File: config.mk
export PLATFORM = sky130hd
export DESIGN_NAME = packet_arbiter_rr
export DESIGN_NICKNAME = d
export VERILOG_FILES = /design/src/rtl/packet_arbiter_rr.sv
export SDC_FILE = /design/constraint.sdc
export NUM_CORES = 1
export LEC_CHECK = 0
export BUFFER_PORTS_ARGS = -buffer_cell sky130_fd_sc_hd__buf_4
export CAP_MARGIN = 30
export CORE_UTILIZATION = 25
export CTS_CLUSTER_DIAMETER = 100
export CTS_CLUSTER_SIZE = 25
export DETAILED_ROUTE_END_ITERATION = 8
export SLEW_MARGIN = 30
export SYNTH_ARGS = -nofsm -noshare
export SYNTH_HDL_FRONTEND = slang
export SYNTH_SLANG_ARGS = --single-unit
export TNS_END_PERCENT = 50
File: constraint.sdc
create_clock -name clk_i -period 4.1 [get_ports clk_i]
set_clock_uncertainty 0.2 [all_clocks]
set_input_delay 0.41 -clock clk_i [delete_from_list [all_inputs] [get_ports clk_i]]
set_output_delay 0.41 -clock clk_i [all_outputs]
set_load 0.03 [all_outputs]
File: src/rtl/packet_arbiter_rr.sv
// Round-robin packet arbiter: locks one input port from its header beat through its TLAST beat.
// Optional performance counters are enabled by defining PACKET_ARBITER_PERF_EN.
//
// state     | meaning
// ----------+---------------------------------------------------------------
// ST_IDLE   | no grant held; searching for a header request after ptr_q
// ST_LOCKED | grant held on port idx_q until its TLAST beat transfers
module packet_arbiter_rr #(
   parameter int INPUT_NUMBER       = 5,
   parameter int INPUT_NUMBER_WIDTH = (INPUT_NUMBER > 2) ? $clog2(INPUT_NUMBER) : 1
) (
   input  logic                          clk_i,
   input  logic                          rst_n_i,
   input  logic [INPUT_NUMBER-1:0]       req_valid_i,
   input  logic [INPUT_NUMBER-1:0]       req_header_i,
   input  logic [INPUT_NUMBER-1:0]       req_last_i,
   input  logic                          out_ready_i,
   output logic [INPUT_NUMBER-1:0]       grant_o,
   output logic [INPUT_NUMBER_WIDTH-1:0] grant_idx_o,
   output logic                          grant_valid_o,
   output logic                          grant_vc_o,
   output logic                          proto_err_o,
   output logic [15:0]                   pkt_count_o,
   output logic [15:0]                   stall_count_o
);

   typedef enum logic {
      ST_IDLE   = 1'b0,
      ST_LOCKED = 1'b1
   } state_e;

   state_e                        state_q, state_d;
   logic [INPUT_NUMBER_WIDTH-1:0] ptr_q, ptr_d;
   logic [INPUT_NUMBER_WIDTH-1:0] idx_q, idx_d;
   logic                          vc_q, vc_d;
   logic                          err_q, err_d;

   logic                          sel_found;
   logic [INPUT_NUMBER_WIDTH-1:0] sel_idx;
   logic [INPUT_NUMBER_WIDTH-1:0] cand;
   logic                          valid_g;
   logic                          last_g;
   logic                          xfer;
   logic                          xfer_last;
   logic                          stall;

   function automatic int wrap_idx(input int v);
      if (v >= INPUT_NUMBER) begin
         return v - INPUT_NUMBER;
      end
      return v;
   endfunction

   // Search order starts one past the last-served port and wraps, so ptr_q itself is checked last.
   always_comb begin
      sel_found = 1'b0;
      sel_idx   = ptr_q;
      cand      = '0;
      for (int i = 1; i <= INPUT_NUMBER; i++) begin
         cand = INPUT_NUMBER_WIDTH'(wrap_idx(int'(ptr_q) + i));
         if (!sel_found && req_valid_i[cand] && req_header_i[cand]) begin
            sel_found = 1'b1;
            sel_idx   = cand;
         end
      end
   end

   assign valid_g   = req_valid_i[idx_q];
   assign last_g    = req_last_i[idx_q];
   assign xfer      = (state_q == ST_LOCKED) && valid_g && out_ready_i;
   assign xfer_last = xfer && last_g;
   assign stall     = (state_q == ST_LOCKED) && valid_g && !out_ready_i;

   always_comb begin
      state_d = state_q;
      ptr_d   = ptr_q;
      idx_d   = idx_q;
      vc_d    = vc_q;
      err_d   = err_q;
      case (state_q)
         ST_IDLE: begin
            if (|(req_valid_i & ~req_header_i)) begin
               err_d = 1'b1;
            end
            if (sel_found) begin
               state_d = ST_LOCKED;
               idx_d   = sel_idx;
            end
         end
         ST_LOCKED: begin
            // Release always passes through IDLE, which gives the mandatory bubble cycle.
            if (xfer_last) begin
               state_d = ST_IDLE;
               ptr_d   = idx_q;
               vc_d    = ~vc_q;
            end
         end
         default: begin
            state_d = ST_IDLE;
         end
      endcase
   end

   always_ff @(posedge clk_i or negedge rst_n_i) begin
      if (!rst_n_i) begin
         state_q <= ST_IDLE;
         ptr_q   <= INPUT_NUMBER_WIDTH'(INPUT_NUMBER - 1);
         idx_q   <= '0;
         vc_q    <= 1'b0;
         err_q   <= 1'b0;
      end else begin
         state_q <= state_d;
         ptr_q   <= ptr_d;
         idx_q   <= idx_d;
         vc_q    <= vc_d;
         err_q   <= err_d;
      end
   end

   always_comb begin
      grant_o = '0;
      if (state_q == ST_LOCKED) begin
         grant_o[idx_q] = 1'b1;
      end
   end

   assign grant_idx_o   = idx_q;
   assign grant_valid_o = (state_q == ST_LOCKED);
   assign grant_vc_o    = vc_q;
   assign proto_err_o   = err_q;

`ifdef PACKET_ARBITER_PERF_EN
   logic [15:0] pkt_q;
   logic [15:0] stall_q;

   always_ff @(posedge clk_i or negedge rst_n_i) begin
      if (!rst_n_i) begin
         pkt_q   <= '0;
         stall_q <= '0;
      end else begin
         if (xfer_last && (pkt_q != 16'hFFFF)) begin
            pkt_q <= pkt_q + 16'd1;
         end
         if (stall && (stall_q != 16'hFFFF)) begin
            stall_q <= stall_q + 16'd1;
         end
      end
   end

   assign pkt_count_o   = pkt_q;
   assign stall_count_o = stall_q;
`else
   assign pkt_count_o   = 16'd0;
   assign stall_count_o = 16'd0;
`endif

endmodule

Word level (Yosys, flattened, before mapping)
Index checks and enable logic that the tools add are counted.
{"block": "word_totals", "reg_bits": 9, "output_inout_bits": 43, "word_cells": 107}
{"block": "op_classes", "addsub": 10, "magnitude_cmp": 12, "mux": 55, "bitwise": 4, "n_reduce_logical": 21}
{"operator": "$mux W3", "count": 15}
{"operator": "$bmux W1 S3", "count": 12}
{"operator": "$mux W1", "count": 25}
{"operator": "$lt A3 B4 Y1 const B", "count": 6}
{"operator": "$ge A4 B3 Y1 const B", "count": 5}
{"operator": "$sub A3 B3 Y3 const B", "count": 5}
{"operator": "$logic_and A1 B1 Y1", "count": 13}
{"operator": "$add A3 B2 Y4 const B", "count": 2}
{"operator": "$add A3 B3 Y4 const B", "count": 2}
{"operator": "$reduce_and A2 Y1", "count": 3}
{"operator": "$and A5 B5 Y5", "count": 1}
{"operator": "$mux W5", "count": 1}
{"operator": "$not A5 Y5", "count": 1}
{"operator": "$reduce_or A5 Y1", "count": 1}
{"operator": "$add A3 B1 Y4 const B", "count": 1}
{"operator": "$logic_not A1 Y1", "count": 4}
{"operator": "$demux W1 S3", "count": 1}
{"operator": "$ge A3 B1 Y1 const B", "count": 1}
{"operator": "$not A1 Y1", "count": 2}
{"operator": "$pmux W1 S2", "count": 1}

Longest topological paths before layout
Gate-level depths: netlist of run 1.
{"block": "logic_depth", "ltp_word": 26, "mapped_depth": 16, "ltp_nobuf": 12}

Least setup slack after synthesis of run 1
No wires, ideal clock.
{"block": "synth_timing", "kind": "reg2reg", "startpoint": "register ptr_q[0]", "endpoint": "register state_q (netlist: grant_valid_o)", "setup_time_ns": 0.119, "arrival_time_ns": 3.546, "setup_slack_ns": 0.235, "stages_incl_launch_ff": 14, "n_path_buf": 3, "synth_period_minus_slack_ns": 3.865, "cell_sequence": "dfrtp_1 > buf_2 > inv_2 > buf_2 > ha_1 > inv_1 > fa_1 > or2_1 > a311oi_4 > nor3_1 > or4_1 > buf_2 > or4_1 > o21a_1"}
{"block": "synth_between", "elab_chain_len": 26}
{"element": "start, declared", "line": "33", "text": "logic [INPUT_NUMBER_WIDTH-1:0] ptr_q, ptr_d;"}
{"element": "start signal, assigned", "line": "107", "text": "ptr_q <= INPUT_NUMBER_WIDTH'(INPUT_NUMBER - 1);"}
{"element": "start signal, assigned", "line": "113", "text": "ptr_q <= ptr_d;"}
{"element": "$add A3 B1 Y4", "line": "60", "text": "cand = INPUT_NUMBER_WIDTH'(wrap_idx(int'(ptr_q) + i));"}
{"element": "$ge A4 B3 Y1 or $sub A3 B3 Y3 (tied branches)", "line": "48, 49"}
{"element": "$mux W3 or $mux W1 (tied branches)", "line": "48", "text": "if (v >= INPUT_NUMBER) begin"}
{"element": "$mux W3", "line": "51", "text": "return v;"}
{"element": "$bmux W1 S3", "line": "61", "text": "if (!sel_found && req_valid_i[cand] && req_header_i[cand]) begin"}
{"element": "$mux W1 (implied by the code)", "line": "61"}
{"element": "$logic_and A1 B1 Y1", "line": "61"}
{"element": "$mux W1", "line": "61"}
{"element": "[9 not listed]"}
{"element": "$logic_and A1 B1 Y1 (2 in series)", "line": "61"}
{"element": "$mux W1", "line": "61"}
{"element": "$logic_not A1 Y1", "line": "61"}
{"element": "$logic_and A1 B1 Y1 (2 in series)", "line": "61"}
{"element": "$mux W1 (*)", "line": "61"}
{"element": "$mux W1 (*)", "line": "85", "text": "if (sel_found) begin"}
{"element": "$pmux W1 S2 (*)", "line": "80", "text": "case (state_q)"}
{"element": "via state_d", "line": "32", "text": "state_e state_q, state_d;"}
{"element": "end signal, assigned", "line": "112", "text": "state_q <= state_d;"}
{"element": "end, declared", "line": "32"}
The timed path passes the listed nets; every way through them passes the cells marked *. The select of a mux whose other input is x is not followed.
A chain may end at the register's enable or synchronous reset.

Final worst setup path of run 1
Same ends and word-level chain as after synthesis.

==> results.cfg, run 1 <==
[logic_synthesis]
synth_compound_area_share_pct = 23.5
synthMuxAreaShare_pct = 9.30
syn_inst = 282
synthArstFlopShare_pct = 100
synth.avg_cell_area_um2 = 7.45
synthFlopType = dfrtp_1
synth-xor-area-share_pct = 3.34
synth_cell_types = 71
synth-edff-count = 0
synth_simple_gate_area_share_pct = 28.2
synth_warnings = 0
syn_area_mm2 = 0.00210
ys_seq_area_share_pct = 10.8
synth_top_family_by_area = simple AND/OR/NAND/NOR gates
ys_ff_latch = 9
synthAdderAreaFrac_pct = 6.91

[layout]
layout-drive-gt1-share_pct = 20.0
final_common_cell = buf_4
nFillCells = 928
area_growth_pct = 13.3
multi_input_area_mm2 = 0.00162
antennaDiodeCount = 0
layout_common_cells = buf_4 (39), conb_1 (32), nor2_1 (21), nand2_1 (19), o21ai_0 (15)
regArea_um2 = 226
nets = 340

[floorplan]
io_pins = 61
die_h_um = 93.6
die_x_um = 93.6
core_area_mm2 = 0.00818
dieArea_mm2 = 0.00877
initial_core_util_pct = 25.7
rows = 33

[grt]
grt_util_all_layers_pct = 15.3
grt_overflow = 0
grt_max_degree = 21
grt_pass1_wl_mm = 10.5
antenna_found_initial = 0
grt_pass1_vias = 2055

[hold_path]
hold_depth = 1
min_from = grant_vc_o
whs_endpoint = grant_vc_o
hold_path.class = flip-flop to flip-flop

[sta]
finalSetupTns_ns = 0
slew_viol_final = 0
rsz0062_at_grt = no
finalCriticalPeriod_ns = 3.79
final-hold-violation-count = 0
worst_pin_slew_ns = 0.547
timing.final.crit_share_pct = 92.4
setup_viol = 0
fmax_ghz = 0.264
relSlewSlack_pct = 63.2

[placed_design]
hpwlAfterDp_mm = 5.05
place_congestion = 0.945
portBuffers = 28

[setup_path]
ff2ff_path_depth = 11
r2r_slack_ns = 0.31
worst_ep_arrival_time_ns = 3.72
critPathSlowestCell = or4_1
r2r-start = ptr_q[0]
crit_type = flip-flop to flip-flop
path_buf_inv = 2
end_kind = flip-flop
critPathTopFamily = simple AND/OR/NAND/NOR gates
path_depth = 11
critPathLaunchType = flip-flop
cp_max_fo = 14
path_cells = inv_2 > buf_4 > ha_1 > ha_1 > nor2_1 > a21boi_1 > nor3_1 > o21a_1 > or4_1 > or4_1 > o21a_1
r2r-end = grant_valid_o
required_ns = 4.03
max_stage_delay_ns = 0.65

[job]
cap_violations = 0

[drt]
vias = 2179
initialDrtViolationCount = 144
drtPass1Iterations = 4
routed_wirelength_mm = 6.38
drc = 0
final_antenna_net_count = 0
via_per_inst = 5.25
wl_per_cell_um = 15.4

[status]
status = completed

[cts]
clk_path_buf_depth = 2
cts_buffers = 3
clock_latency_ns = 0.24
cts_root_buf = clkbuf_8
cts_tree = done
clk_pin_slew_ns = 0.05
clock_sinks = 9
cts_htree_levels = 1
cts_setup_buffers = 0
post_cts_resized = 0

[pwr]
switchingPower_mw = 1.31
p_per_area_mw_per_mm2 = 977
p_clk_share_pct = 4.8
p_total_mw = 2.32
peakVddDrop_mv = 0.251
pwr-share-seq_pct = 7.7
pwr-share-comb_pct = 87.5
swShare_pct = 56.4
p_int_mw = 1.01
p_leak_nw = 1.03
## timing repair
item,in CTS,in global routing
hold buffers,1,0
endpoints found under the setup margin,0,0
hold endpoints to repair,9,0
## sequential cells by signal, indices dropped and copies added, names as in the netlist
| signal | count |
|---|---|
| grant_vc_o | 1 |
| ptr_q | 3 |
| grant_idx_o | 3 |
| grant_valid_o | 1 |
| proto_err_o | 1 |
## worst max-delay path by stage
stage             start            end
6_report       ptr_q[0]  grant_valid_o
5_1_grt        ptr_q[0]  grant_valid_o
4_1_cts        ptr_q[0]  grant_valid_o
3_5_place_dp   ptr_q[0]  grant_valid_o
3_3_place_gp   ptr_q[0]  grant_valid_o
2_1_floorplan  ptr_q[0]  grant_valid_o
## metal layers
metal / routed length [um] / GRT usage (%)
met5: 0 / 0
met4: 165 / 4.74
met3: 325 / 0.976
met2: 2930 / 25.1
met1: 2960 / 21.3
## worst register-to-register path: stages, from the launching register on
cell	delay, ns
dfrtp_1	0.35
inv_2	0.04
buf_4	0.18
ha_1	0.21
ha_1	0.46
nor2_1	0.12
a21boi_1	0.40
nor3_1	0.11
o21a_1	0.19
or4_1	0.65
or4_1	0.57
o21a_1	0.18
## stage by stage
step                      util, %  cell area (um2)  hold WS [ns]  worst slack (ns)  cells
after global placement       28.4             2320        0.0464             0.447    410
after detailed placement     28.4             2320        0.0481             0.370    410
final                        29.1             2380         0.292             0.310    415
after CTS                    29.1             2380         0.286             0.376    415
after floorplan                 -             2220       -0.0856             0.235    313
after global routing         29.1             2380         0.300             0.171    415
## power groups by stage
stage	Clock, mW	Sequential, mW	Combinational, mW
floorplan	0	0.206	1.48
global placement	0	0.178	1.96
detailed placement	0	0.180	1.99
CTS	0.111	0.179	2.00
global route	0.114	0.186	2.22
finish	0.112	0.179	2.03
## kinds of logic (layout without fill, tap and decap cells)
| logic type | count (synthesis) | in the layout |
|---|---|---|
| other cells | 1 | 32 |
| compound gates | 67 | 67 |
| fa+ha+maj | 11 | 11 |
| buf+inv | 62 | 59 |
| mux | 15 | 15 |
| flops | 9 | 9 |
| simple gates | 109 | 109 |
| xor+xnor | 8 | 8 |
## synthesized netlist by cell type (all sizes together), types with 4 or more instances
cell     n  area [um2]
nor2    21        78.8
buf     41         294
mux2i    9        90.1
o21ai   17        85.1
nor3    11        65.1
or3      5        31.3
nand3    8        40.0
nand2   19        71.3
nand2b   4        25.0
and2     7        46.3
a21oi    6        30.0
dfrtp    8         200
nor2b    7        43.8
o22ai    5        31.3
inv     15        56.3
xnor2    8        70.1
nand4    7        43.8
ha      10         125
clkbuf   6        22.5
nor4     4        25.0
## area by class of cell
class	count	area share, %
well taps	105	5.52
multi-input cells	242	68.0
inverters	15	2.37
clock buffers	4	1.89
repair buffers	40	12.7
flip-flops and latches	9	9.52
Note: power is estimated with default switching activity, not from simulation.
==> inputs of run 2 (changes only) <==
==> constraint.sdc (replaced) <==
create_clock -name clk_i -period 3.7 [get_ports clk_i]
set_clock_uncertainty 0.2 [all_clocks]
set_input_delay 0.37 -clock clk_i [delete_from_list [all_inputs] [get_ports clk_i]]
set_output_delay 0.37 -clock clk_i [all_outputs]
set_load 0.03 [all_outputs]
==> run 2 against run 1 <==
Net effect:
- cell count increased by 0.72%
- total power is 13% higher
- flip-flop and latch count did not move
- hold slack worse by 0.0016 ns
- sequential power increased by 9%
- first-iteration DRC count is 16% higher
- sequential share of layout area is 0.11 points lower
- utilization increased by 0.35 points
- setup slack got worse by 0.053 ns
==> results.cfg, run 2 (synthesized netlist as in run 1, its figures left out) <==
[sta]
setup_viol = 0
fmax_ghz = 0.290
final-hold-violation-count = 0
slew_viol_final = 0
finalSetupTns_ns = 0
finalCriticalPeriod_ns = 3.44
worst_pin_slew_ns = 0.512
timing.final.crit_share_pct = 93.1
rsz0062_at_grt = no
relSlewSlack_pct = 65.6

[layout]
area_growth_pct = 14.7
antennaDiodeCount = 0
layout-drive-gt1-share_pct = 21.4
layout_common_cells = buf_4 (42), conb_1 (32), nor2_1 (21), nand2_1 (19), o21ai_0 (14)
nets = 343
final_common_cell = buf_4
finish.instance_area_mm2 = 0.00241

[setup_path]
crit_path_frequent_cell = ha_1
path_cells = inv_2 > ha_1 > ha_1 > a21oi_1 > mux4_1 > and4_1 > o32a_1 > nand3_1 > mux2_2 > o21bai_2
r2r-end = grant_idx_o[2]
r2r-start = ptr_q[1]
max_stage_delay_ns = 0.61
required_ns = 3.67
end_kind = flip-flop
critPathSlowestCell = mux4_1
ff2ff_path_depth = 10
worst_ep_arrival_time_ns = 3.41
r2r_slack_ns = 0.26
cp_max_fo = 9
critPathLaunchType = flip-flop
crit_type = flip-flop to flip-flop

[drt]
wl_per_cell_um = 14.8
drc = 0
drtPass1Iterations = 4
via_per_inst = 5.27
routed_wirelength_mm = 6.18
vias = 2204
final_antenna_net_count = 0
initialDrtViolationCount = 167

[floorplan]
io_pins = 61
initial_core_util_pct = 25.7
die_x_um = 93.6
core_area_mm2 = 0.00818
rows = 33
dieArea_mm2 = 0.00877
die_h_um = 93.6

[status]
status = completed

[placed_design]
place_congestion = 1.08
portBuffers = 28
place_area_mm2 = 0.00235
hpwlAfterDp_mm = 4.97

[hold_path]
hold_depth = 1
hold_path.class = flip-flop to flip-flop
min_from = proto_err_o
whs_endpoint = proto_err_o

[grt]
grt_pass1_wl_mm = 9.83
grt_max_degree = 15
grt_overflow = 0
grt_pass1_vias = 1935
grt_util_all_layers_pct = 14.4
antenna_found_initial = 0

[cts]
clock_latency_ns = 0.24
clock_sinks = 9
clk_path_buf_depth = 2
clk_pin_slew_ns = 0.05
cts_htree_levels = 1
cts_buffers = 3
cts_tree = done
cts_root_buf = clkbuf_8

[pwr]
peakVddDrop_mv = 0.311
p_per_area_mw_per_mm2 = 1090
p_leak_nw = 1.05

[job]
cap_violations = 0
==> run 2: worst max-delay path: cells and delay by family (launching register included) <==
kind,cells,cell delay (ns)
adder cells (fa/ha/maj),2,0.57
buffers and inverters,1,0.12
AO/OA/AOI/OAI,3,0.78
multiplexers,2,0.97
flip-flops,1,0.38
AND/OR/NAND/NOR,2,0.33
==> run 2: final cells by class <==
type / count / area, um2
Clock buffer: 4 / 45.0
Sequential cell: 9 / 226
Multi-Input combinational cell: 242 / 1620
Tap cell: 105 / 131
Timing Repair Buffer: 43 / 325
Fill cell: 902 / 5770
Inverter: 15 / 56.3
==> run 2: power by group <==
group          switching [mW]  internal, mW  total [mW]
registers              0.0549         0.140       0.195
logic                    1.35         0.960        2.31
clock network          0.0472        0.0758       0.123
==> run 2: routing by layer <==
| layer | up-vias | wire (um) | GRT usage [%] | share of wire, % |
|---|---|---|---|---|
| li1 | 1031 | - | - | - |
| met1 | 1033 | 2770 | 20.0 | 45 |
| met2 | 121 | 2750 | 22.2 | 44 |
| met3 | 19 | 467 | 2.44 | 7.6 |
| met4 | 0 | 190 | 4.87 | 3.1 |
| met5 | - | 0 | 0 | 0 |
==> run 2: worst max path at each step <==
stage               startpoint  slack [ns]        endpoint
CTS                   ptr_q[1]        0.19   grant_valid_o
finish                ptr_q[1]        0.26  grant_idx_o[2]
global route          ptr_q[1]       0.008  grant_idx_o[1]
detailed placement    ptr_q[1]        0.21   grant_valid_o
global placement      ptr_q[0]        0.26   grant_valid_o
floorplan             ptr_q[2]        0.01   grant_valid_o
==> run 2: what timing repair did <==
action / in CTS / in global routing
hold buffers: 1 / 0
endpoints found under the setup margin: 0 / 3
resized for setup: 0 / 2
hold endpoints to repair: 9 / 0
buffers inserted: 0 / 0
==> run 2: per-stage QoR <==
stage / std cells / power, mW / hold WS [ns] / setup slack (ns) / utilization (%)
6_report: 418 / 2.63 / 0.291 / 0.257 / 29.4
5_1_grt: 418 / 2.85 / 0.318 / 0.00801 / 29.4
4_1_cts: 418 / 2.56 / 0.298 / 0.192 / 29.4
3_5_place_dp: 413 / 2.43 / 0.00791 / 0.214 / 28.7
3_3_place_gp: 413 / 2.43 / 0.00691 / 0.260 / 28.7
2_1_floorplan: 313 / 1.88 / -0.126 / 0.0119 / -
==> inputs of run 3 (changes only) <==
--- a/config.mk
+++ b/config.mk
@@ -7,10 +7,11 @@
 export LEC_CHECK = 0
 export BUFFER_PORTS_ARGS = -buffer_cell sky130_fd_sc_hd__buf_4
 export CAP_MARGIN = 30
-export CORE_UTILIZATION = 25
+export CORE_UTILIZATION = 53
 export CTS_CLUSTER_DIAMETER = 100
 export CTS_CLUSTER_SIZE = 25
 export DETAILED_ROUTE_END_ITERATION = 8
+export PLACE_DENSITY = 0.81
 export SLEW_MARGIN = 30
 export SYNTH_ARGS = -nofsm -noshare
 export SYNTH_HDL_FRONTEND = slang
==> run 3 against run 2 <==
Net effect:
- global-route usage grew 16 points
- non-clock buffer count is the same
- sequential power is essentially flat
- critical path depth grew 1
- setup slack lost 0.060 ns
- cell count shrank 14%
- combinational power is essentially flat
- flip-flop and latch count is the same
- largest power group unchanged
==> results.cfg, run 3 (synthesized netlist as in run 1, its figures left out) <==
[status]
status = completed

[drt]
wl_per_cell_um = 16.8
via_per_inst = 6.10
initialDrtViolationCount = 193
routed_wirelength_mm = 6.05
vias = 2201
drtPass1Iterations = 5
drc = 0
final_antenna_net_count = 0

[sta]
timing.final.crit_share_pct = 94.7
fmax_ghz = 0.285
setup_viol = 0
slew_viol_final = 0
finalSetupTns_ns = 0
rsz0062_at_grt = no
relSlewSlack_pct = 51.8
worst_pin_slew_ns = 0.711
finalCriticalPeriod_ns = 3.50
final-hold-violation-count = 0

[cts]
cts_setup_buffers = 0
cts_tree = done
clk_path_buf_depth = 2
clk_pin_slew_ns = 0.05
cts_root_buf = clkbuf_8
clock_latency_ns = 0.24
cts_buffers = 3
clock_sinks = 9
cts_htree_levels = 1

[layout]
nFillCells = 367
nets = 343
layout_common_cells = buf_4 (42), conb_1 (32), nor2_1 (21), nand2_1 (19), o21ai_0 (14)
antennaDiodeCount = 0
final_common_cell = buf_4
area_growth_pct = 11.3
final_util_pct = 62.4
layout-drive-gt1-share_pct = 21.4

[pwr]
pwr-share-comb_pct = 88.0
pwr-share-seq_pct = 7.4
swShare_pct = 55.8
p_leak_nw = 1.05
peakVddDrop_mv = 0.492
p_int_mw = 1.17
p_clk_share_pct = 4.6
switchingPower_mw = 1.47
p_per_area_mw_per_mm2 = 1130

[grt]
grt_pass1_vias = 2005
antenna_found_initial = 0
grt_max_degree = 13
grt_overflow = 0
grt_util_all_layers_pct = 30.5
grt_pass1_wl_mm = 9.83

[floorplan]
die_x_um = 64.9
initial_core_util_pct = 56.1
core_area_mm2 = 0.00374
dieArea_mm2 = 0.00422
rows = 22
die_h_um = 64.9
io_pins = 61

[setup_path]
worst_ep_arrival_time_ns = 3.46
required_ns = 3.65
cp_max_fo = 8
end_kind = flip-flop
crit_type = flip-flop to flip-flop
critPathLaunchType = flip-flop

[hold_path]
hold_path.class = flip-flop to flip-flop

[job]
cap_violations = 0

[placed_design]
hpwlAfterDp_mm = 4.83
portBuffers = 28
place_congestion = 0.986
## run 3: cell counts in the layout (fill, tap and decap cells not counted)
No cell type changed its count.
## run 3: final cells by class
type                            count  area (um2)  area share, %
Timing Repair Buffer               43         325           13.9
Tap cell                           48        60.1           2.57
Inverter                           15        56.3           2.41
Clock buffer                        4        45.0           1.93
Sequential cell                     9         226           9.69
Multi-Input combinational cell    242        1620           69.5
## run 3: path summary, 6_finish.rpt
path | start | end | slack [ns] | cells past startpoint
setup / recovery | ptr_q[0] | grant_idx_o[1] | 0.20 | 11
hold / removal | proto_err_o | proto_err_o | 0.28 | 1
setup reg to reg | ptr_q[0] | grant_idx_o[1] | 0.20 | 11
hold reg to reg | proto_err_o | proto_err_o | 0.28 | 1
max in group asynchronous | rst_n_i | ptr_q[2] | 2.78 | 2
min in group asynchronous | rst_n_i | grant_idx_o[1] | 0.30 | 2
## run 3: metrics by stage
| step | power, mW | cells | hold slack (ns) | setup slack (ns) | cell area, um2 |
|---|---|---|---|---|---|
| final | 2.64 | 361 | 0.278 | 0.197 | 2340 |
| after global routing | 2.83 | 361 | 0.294 | 0.0829 | 2340 |
| after global placement | 2.40 | 356 | 0.00579 | 0.289 | 2280 |
| after CTS | 2.56 | 361 | 0.280 | 0.203 | 2330 |
| after detailed placement | 2.42 | 356 | 0.00449 | 0.223 | 2280 |
| after floorplan | 1.88 | 313 | -0.126 | 0.0119 | 2220 |
## run 3: timing repair
| action | CTS | global route |
|---|---|---|
| resized for setup | 0 | 2 |
| endpoints found under the setup margin | 0 | 2 |
| hold buffers | 1 | 0 |
| endpoints found under the hold margin | 9 | 0 |
## run 3: per-layer routing
metal / share of wire (%) / global-route usage, % / routed length [um] / vias to the layer above
met1: 42 / 39.3 / 2520 / 1020
met4: 2.0 / 11.1 / 124 / 0
met5: 0 / 0 / 0 / -
met2: 48 / 51.0 / 2880 / 134
met3: 8.7 / 4.58 / 529 / 21
li1: - / - / - / 1026
## run 3: critical path, cell delays in order (launching register included)
cell,delay [ns]
dfrtp_1,0.40
inv_2,0.15
ha_1,0.22
inv_1,0.07
fa_2,0.40
nor4_1,0.51
a311oi_4,0.08
nor3_1,0.51
nor2_1,0.08
a2111oi_0,0.47
nor2_1,0.14
o221ai_1,0.20
## run 3: power groups by stage
stage,clock [mW],combinational [mW],sequential (mW)
global route,0.124,2.51,0.202
detailed placement,0,2.23,0.195
finish,0.121,2.32,0.195
CTS,0.120,2.24,0.194
global placement,0,2.20,0.193
floorplan,0,1.65,0.229
